--- config.mk ---
export PLATFORM = sky130hd
export DESIGN_NAME = uart_tx
export DESIGN_NICKNAME = d
export VERILOG_FILES = /design/src/rtl/uart_pkg.sv /design/src/rtl/uart_baud_cnt.sv /design/src/rtl/uart_tx.sv
export SDC_FILE = /design/constraint.sdc
export NUM_CORES = 1
export LEC_CHECK = 0
export BUFFER_PORTS_ARGS = -buffer_cell sky130_fd_sc_hd__buf_2
export CAP_MARGIN = 5
export CORE_MARGIN = 8
export CORE_UTILIZATION = 55
export DETAILED_ROUTE_END_ITERATION = 10
export PLACE_DENSITY_LB_ADDON = 0.3
export SLEW_MARGIN = 10
export SYNTH_ARGS = -nofsm -noshare
export SYNTH_HDL_FRONTEND = slang
export SYNTH_SLANG_ARGS = --single-unit
--- constraint.sdc ---
create_clock -name clk -period 5.4 [get_ports clk]
set_clock_uncertainty 0.05 [all_clocks]
set_input_delay 0.81 -clock clk [delete_from_list [all_inputs] [get_ports clk]]
set_output_delay 0.81 -clock clk [all_outputs]
set_load 0.05 [all_outputs]
--- src/rtl/uart_pkg.sv ---
// uart_pkg: types and constants shared by the UART transmitter and receiver.
//   uart_state_t          - frame FSM states, used by both directions
//   CLKS_PER_BIT_DEFAULT  - 50 MHz / 115200 baud, truncated
//   DATA_W                - bits per character
//   BAUD_CNT_W            - width of the bit-period counter (covers 2..65535)
package uart_pkg;

  typedef enum logic [1:0] {
    IDLE      = 2'd0,
    START_BIT = 2'd1,
    DATA_BITS = 2'd2,
    STOP_BIT  = 2'd3
  } uart_state_t;

  localparam int CLKS_PER_BIT_DEFAULT = 434;
  localparam int DATA_W               = 8;
  localparam int BAUD_CNT_W           = 16;

endpackage

--- src/rtl/uart_baud_cnt.sv ---
// uart_baud_cnt: bit-period counter, counts 0..CLKS_PER_BIT-1 and wraps.
// Ports:
//   clk  - system clock
//   rst  - asynchronous active-low reset
//   en   - advance the count this cycle
//   clr  - force the count back to 0 (has priority over en)
//   tc   - terminal count: high in the last cycle of a bit period while enabled
module uart_baud_cnt
  import uart_pkg::*;
#(
  parameter int CLKS_PER_BIT = CLKS_PER_BIT_DEFAULT
) (
  input  logic clk,
  input  logic rst,
  input  logic en,
  input  logic clr,
  output logic tc
);

  localparam logic [BAUD_CNT_W-1:0] TC_VAL = BAUD_CNT_W'(CLKS_PER_BIT - 1);

  logic [BAUD_CNT_W-1:0] cnt;

  assign tc = en && (cnt == TC_VAL);

  always_ff @(posedge clk or negedge rst) begin
    if (!rst) begin
      cnt <= '0;
    end else if (clr) begin
      cnt <= '0;
    end else if (en) begin
      cnt <= (cnt == TC_VAL) ? '0 : cnt + BAUD_CNT_W'(1);
    end
  end

endmodule

--- src/rtl/uart_tx.sv ---
// uart_tx: 8N1 UART transmitter with valid/ready byte input.
// Ports:
//   clk          - system clock, rising edge
//   rst          - asynchronous active-low reset
//   tx_data      - byte to send, captured only when accepted
//   tx_valid     - requester has a byte on tx_data
//   tx_ready     - a byte can be accepted this cycle (IDLE only)
//   UART_tx      - registered serial line, idle high, LSB first
//   tx_done      - one-cycle pulse in the first IDLE cycle after the stop bit
//   Tx_state_out - current FSM state
module uart_tx
  import uart_pkg::*;
#(
  parameter int CLKS_PER_BIT = CLKS_PER_BIT_DEFAULT
) (
  input  logic              clk,
  input  logic              rst,
  input  logic [DATA_W-1:0] tx_data,
  input  logic              tx_valid,
  output logic              tx_ready,
  output logic              UART_tx,
  output logic              tx_done,
  output uart_state_t       Tx_state_out
);

  uart_state_t       state, state_next;
  logic [DATA_W-1:0] shreg, shreg_next;
  logic [2:0]        idx, idx_next;
  logic              line_next;
  logic              done_next;
  logic              tc;
  logic              accept;

  assign accept       = tx_valid && tx_ready;
  assign Tx_state_out = state;

  // Counter is held at 0 in IDLE so the start bit always gets a full period.
  uart_baud_cnt #(
    .CLKS_PER_BIT(CLKS_PER_BIT)
  ) u_baud_cnt (
    .clk(clk),
    .rst(rst),
    .en (state != IDLE),
    .clr(state == IDLE),
    .tc (tc)
  );

  // The line is registered from line_next, so each branch sets the value the
  // line must carry in the state being entered. The shift register's LSB is
  // always the data bit currently on the line.
  always_comb begin
    state_next = state;
    shreg_next = shreg;
    idx_next   = idx;
    line_next  = 1'b1;
    done_next  = 1'b0;
    case (state)
      IDLE: begin
        if (accept) begin
          state_next = START_BIT;
          shreg_next = tx_data;
          idx_next   = 3'd0;
          line_next  = 1'b0;
        end
      end
      START_BIT: begin
        line_next = 1'b0;
        if (tc) begin
          state_next = DATA_BITS;
          line_next  = shreg[0];
        end
      end
      DATA_BITS: begin
        line_next = shreg[0];
        if (tc) begin
          if (idx == 3'd7) begin
            state_next = STOP_BIT;
            line_next  = 1'b1;
          end else begin
            shreg_next = shreg >> 1;
            idx_next   = idx + 3'd1;
            line_next  = shreg[1];
          end
        end
      end
      STOP_BIT: begin
        if (tc) begin
          state_next = IDLE;
          done_next  = 1'b1;
        end
      end
      default: state_next = IDLE;
    endcase
  end

  // tx_ready is registered from the next state: it stays low during reset and
  // rises on the first edge after release, and on the edge returning to IDLE.
  always_ff @(posedge clk or negedge rst) begin
    if (!rst) begin
      state    <= IDLE;
      shreg    <= '0;
      idx      <= '0;
      UART_tx  <= 1'b1;
      tx_done  <= 1'b0;
      tx_ready <= 1'b0;
    end else begin
      state    <= state_next;
      shreg    <= shreg_next;
      idx      <= idx_next;
      UART_tx  <= line_next;
      tx_done  <= done_next;
      tx_ready <= (state_next == IDLE);
    end
  end

endmodule

==> results.txt <==
The maximum fanout encountered on the critical timing path came out at 17. For this design, the slowest cell found on the critical path is sky130_fd_sc_hd__or2_0. The total negative slack is 0 ns. The sum of internal, switching and leakage power is between 0.5 and 0.6 mW. The pin count of the biggest net entering global routing came out at 33. The effective utilization at floorplan came out at 0.583. In the synthesized netlist the async set-or-reset flop fraction comes to 1.00.

On the final layout, the worst hold slack is about 0.45 ns. The share of Yosys cell area claimed by the top area cell type is 0.478. The path class of the lowest-slack min-delay path is in -> async. In the final design database the tool counted roughly 190 nets.

The number of cells traversed by the worst register-to-register path is 6. The critical path arrival is 3.05 ns. The most used flip-flop cell after synthesis is sky130_fd_sc_hd__dfrtp_1. The count of input and output buffers came out at 15. Setup repair after global routing left no endpoint under its margin. In this run, CTS created clock tree buffers numbering 5.

The global route total overflow is 0. The flow ran to the end, and the final reports show no timing, DRC or antenna violations. The number of distinct library cells after synthesis came out at 37. Max-cap violations in this run came to 0.

TritonCTS built the clock tree. The floorplan step set the die height to 70.3 µm. Clock-pin slew was measured on the worst setup and hold paths at 0.10 ns. The worst register-to-register path ends at u_baud_cnt.cnt[3]. The overall track demand over capacity in global routing is 0.129.

Data on the critical path is required at its endpoint by 5.54 ns. Clock latency on the worst-skew pair, taken at its later pin, is 0.33 ns. The number of cells upsized or downsized after cts came out at 0. The share of final-layout standard cells stronger than drive strength 1 is 0.157. Traced cell by cell, the critical path runs through inv_1 > ha_1 > or4b_1 > nor4_4 > or2_0 > nor2_1. In the final layout, the multi-input gates occupy 754 µm².

The initial DRC count came out at 125. Dividing the detail-routed via count by the number of cells gives about 5.8. The highest ir drop seen on vdd came out at 320 µV. Ranked by total cell area, the synthesized netlist is headed by sky130_fd_sc_hd__dfrtp_1 (48%), sky130_fd_sc_hd__nor2_1 (7.9%), sky130_fd_sc_hd__xnor2_1 (6.5%), sky130_fd_sc_hd__o22a_1 (3.8%), sky130_fd_sc_hd__ha_1 (3.1%). The final estimated routing congestion in global placement came out at 0.854. After clock tree synthesis, the setup repair step added 0 buffers. The number of global-route vias before repair came out at 1202. The total area inside the core boundary comes to 2780 µm². The setup path with the least slack is of type reg -> reg. The commonest cells after synthesis are sky130_fd_sc_hd__nor2_1 (34), sky130_fd_sc_hd__dfrtp_1 (31), sky130_fd_sc_hd__xnor2_1 (12). The worst register-to-register path begins at u_baud_cnt.cnt[1]. The hold-fix buffer count after cts is 0.

The worst setup path is launched from a flop. The final number of hold-violating endpoints is 0. The average cell area after synthesis is approximately 10 µm². Counting flops with a built-in enable in the synthesized netlist gives 0. The relative slew slack is 0.423. The overall routed net length is 3.15 mm. The number of H-tree levels came out at 2.

The area growth from synthesis to layout came out at 7.79%. After synthesis the cells add up to 1620 µm². The clock period could shrink to ~2.9 ns.

The finished layout holds 209 standard cells, fillers aside. The count of antenna-violating nets left after detailed routing is 0. Derived from the worst setup path, the maximum achievable clock frequency is approximately 340 MHz. For this design the top-level I/O count stands at 16. The die width came out at 70.3 µm. Yosys printed 0 warnings. The clock net in this run drives a total of 32 sinks. The gate count of the mapped netlist came out at 162. Broken down by cell family, the worst path's largest delay share belongs to simple AND/OR/NAND/NOR gates. After floorplanning, the core was divided into 19 placement rows. The number of search-and-repair iterations in the first detailed-routing pass came out at 4. The number of failing setup endpoints in the final timing report is 0. The sequential fraction of the synthesis area came out at 0.495. The cell type with the largest total area after synthesis is sky130_fd_sc_hd__dfrtp_1. The power density over the cells is 319 nW/µm².

The layout has 231 filler cells. Summed over all cells, the static leakage comes to between 0.7 and 0.8 nW. The maximum buffer depth of the clock tree came out at 2. The slew at the pin with the worst max-slew slack is 0.859 ns.

The sequential cells in the finished layout cover a total of 802 µm². The cell sitting at the root of the clock tree is a sky130_fd_sc_hd__clkbuf_4. The post-route clock period utilization came out at 0.538. The setup check on the worst reg-to-reg path leaves a slack of 2.49 ns. When the netlist entered floorplanning its net count stood at 177. The number of antenna violations at the first check in global routing came out at 0. Synthesis inferred 32 register bits. The first global-routing pass estimated 5.24 mm of wire. The longest individual stage delay on the worst path came out at 0.75 ns. Summing over every cut layer, the via total after detailed routing is 1210. The sum of buffers and inverters on the critical path is 1. Summed over all nets, the half-perimeter wirelength after detailed placement is about 2.2 mm. The final core utilization came out at 0.628. The most used standard cell by instance count after synthesis is sky130_fd_sc_hd__nor2_1.

The total DRC errors in the routed layout came out at 0. The repair_antennas step left the layout with diodes totalling 0. The worst setup path is captured at a flop. The number of max-slew violations in the final report was 0. The instance count after placement with tap cells included came out at 201.

The routed length per placed instance came out at roughly 15 µm. The floorplan step defined a die boundary enclosing 4940 µm².
## worst register-to-register path, cell delays in order (launching register included)
cell	delay [ns]
sky130_fd_sc_hd__dfrtp_1	0.42
sky130_fd_sc_hd__inv_1	0.07
sky130_fd_sc_hd__ha_1	0.12
sky130_fd_sc_hd__or4b_1	0.48
sky130_fd_sc_hd__nor4_4	0.74
sky130_fd_sc_hd__or2_0	0.75
sky130_fd_sc_hd__nor2_1	0.14
## stage by stage
step | cell area (µm²) | setup slack, ns
2_1_floorplan | 1620 | 3.19
3_3_place_gp | 1690 | 2.64
3_5_place_dp | 1690 | 2.47
4_1_cts | 1750 | 2.46
5_1_grt | 1750 | 2.23
6_report | 1750 | 2.49
## final cells by class
class,count,share of cell area
Clock buffer,8,0.0336
Timing Repair Buffer,15,0.0429
Tap cell,31,0.0222
Inverter,5,0.0107
Sequential cell,32,0.459
Multi-Input combinational cell,118,0.432
## sequential cells by signal, summed over array words and instances (netlist names)
| name | count |
|---|---|
| shreg | 8 |
| UART_tx | 1 |
| idx | 3 |
| tx_ready | 1 |
| tx_done | 1 |
| u_baud_cnt.cnt | 16 |
| Tx_state_out | 2 |
## logic make-up (layout without fill, tap and decap cells)
logic type,count (synthesis),in the layout,share of synthesized area
and+or+nand+nor,73,73,0.229
AOI/OAI and AO/OA,24,24,0.110
DFF,32,32,0.495
buffers and inverters,12,28,0.0401
adders and majority gates,4,4,0.0309
muxes,2,2,0.0139
xor gates and xnor gates,15,15,0.0810
## cells in the final DEF, fill, tap and decap left out, types with 2 or more instances in the layout
| master | Yosys | final |
|---|---|---|
| sky130_fd_sc_hd__nand2_1 | 9 | 9 |
| sky130_fd_sc_hd__clkbuf_4 | 0 | 5 |
| sky130_fd_sc_hd__a22o_1 | 2 | 2 |
| sky130_fd_sc_hd__ha_1 | 4 | 4 |
| sky130_fd_sc_hd__nor3_1 | 3 | 3 |
| sky130_fd_sc_hd__buf_2 | 1 | 15 |
| sky130_fd_sc_hd__mux2_2 | 2 | 2 |
| sky130_fd_sc_hd__nor2_1 | 34 | 34 |
| sky130_fd_sc_hd__or4b_1 | 2 | 2 |
| sky130_fd_sc_hd__xor2_1 | 3 | 3 |
| sky130_fd_sc_hd__dfrtp_1 | 31 | 31 |
| sky130_fd_sc_hd__xnor2_1 | 12 | 12 |
| sky130_fd_sc_hd__nor4_1 | 4 | 4 |
| sky130_fd_sc_hd__a21oi_1 | 8 | 8 |
| sky130_fd_sc_hd__o22a_1 | 7 | 7 |
| sky130_fd_sc_hd__nand3_1 | 6 | 6 |
| sky130_fd_sc_hd__clkbuf_1 | 2 | 2 |
| sky130_fd_sc_hd__nand4_1 | 7 | 7 |
| sky130_fd_sc_hd__inv_1 | 5 | 5 |
## power by group
part | internal [mW] | switching (mW) | total, mW
logic | 0.0466 | 0.0488 | 0.0953
registers | 0.281 | 0.0398 | 0.321
clock network | 0.0642 | 0.0773 | 0.141
## per-layer routing
| layer | vias to the layer above | wire length, µm | global-route usage |
|---|---|---|---|
| met2 | 20 | 1570 | 0.213 |
| met5 | - | 0 | 0 |
| met1 | 589 | 1400 | 0.144 |
| li1 | 594 | - | - |
| met4 | 0 | 61 | 0.0714 |
| met3 | 7 | 123 | 0.0381 |
## how the worst max path moves through the flow
stage,start,to,cells after the start
final,u_baud_cnt.cnt[1],u_baud_cnt.cnt[3],6
after global routing,u_baud_cnt.cnt[1],u_baud_cnt.cnt[3],6
after CTS,u_baud_cnt.cnt[1],u_baud_cnt.cnt[3],6
after detailed placement,u_baud_cnt.cnt[1],u_baud_cnt.cnt[3],6
after global placement,u_baud_cnt.cnt[1],u_baud_cnt.cnt[12],6
after floorplan,Tx_state_out[0],shreg[0],6
No activity file was read; power rests on OpenSTA's default activity.
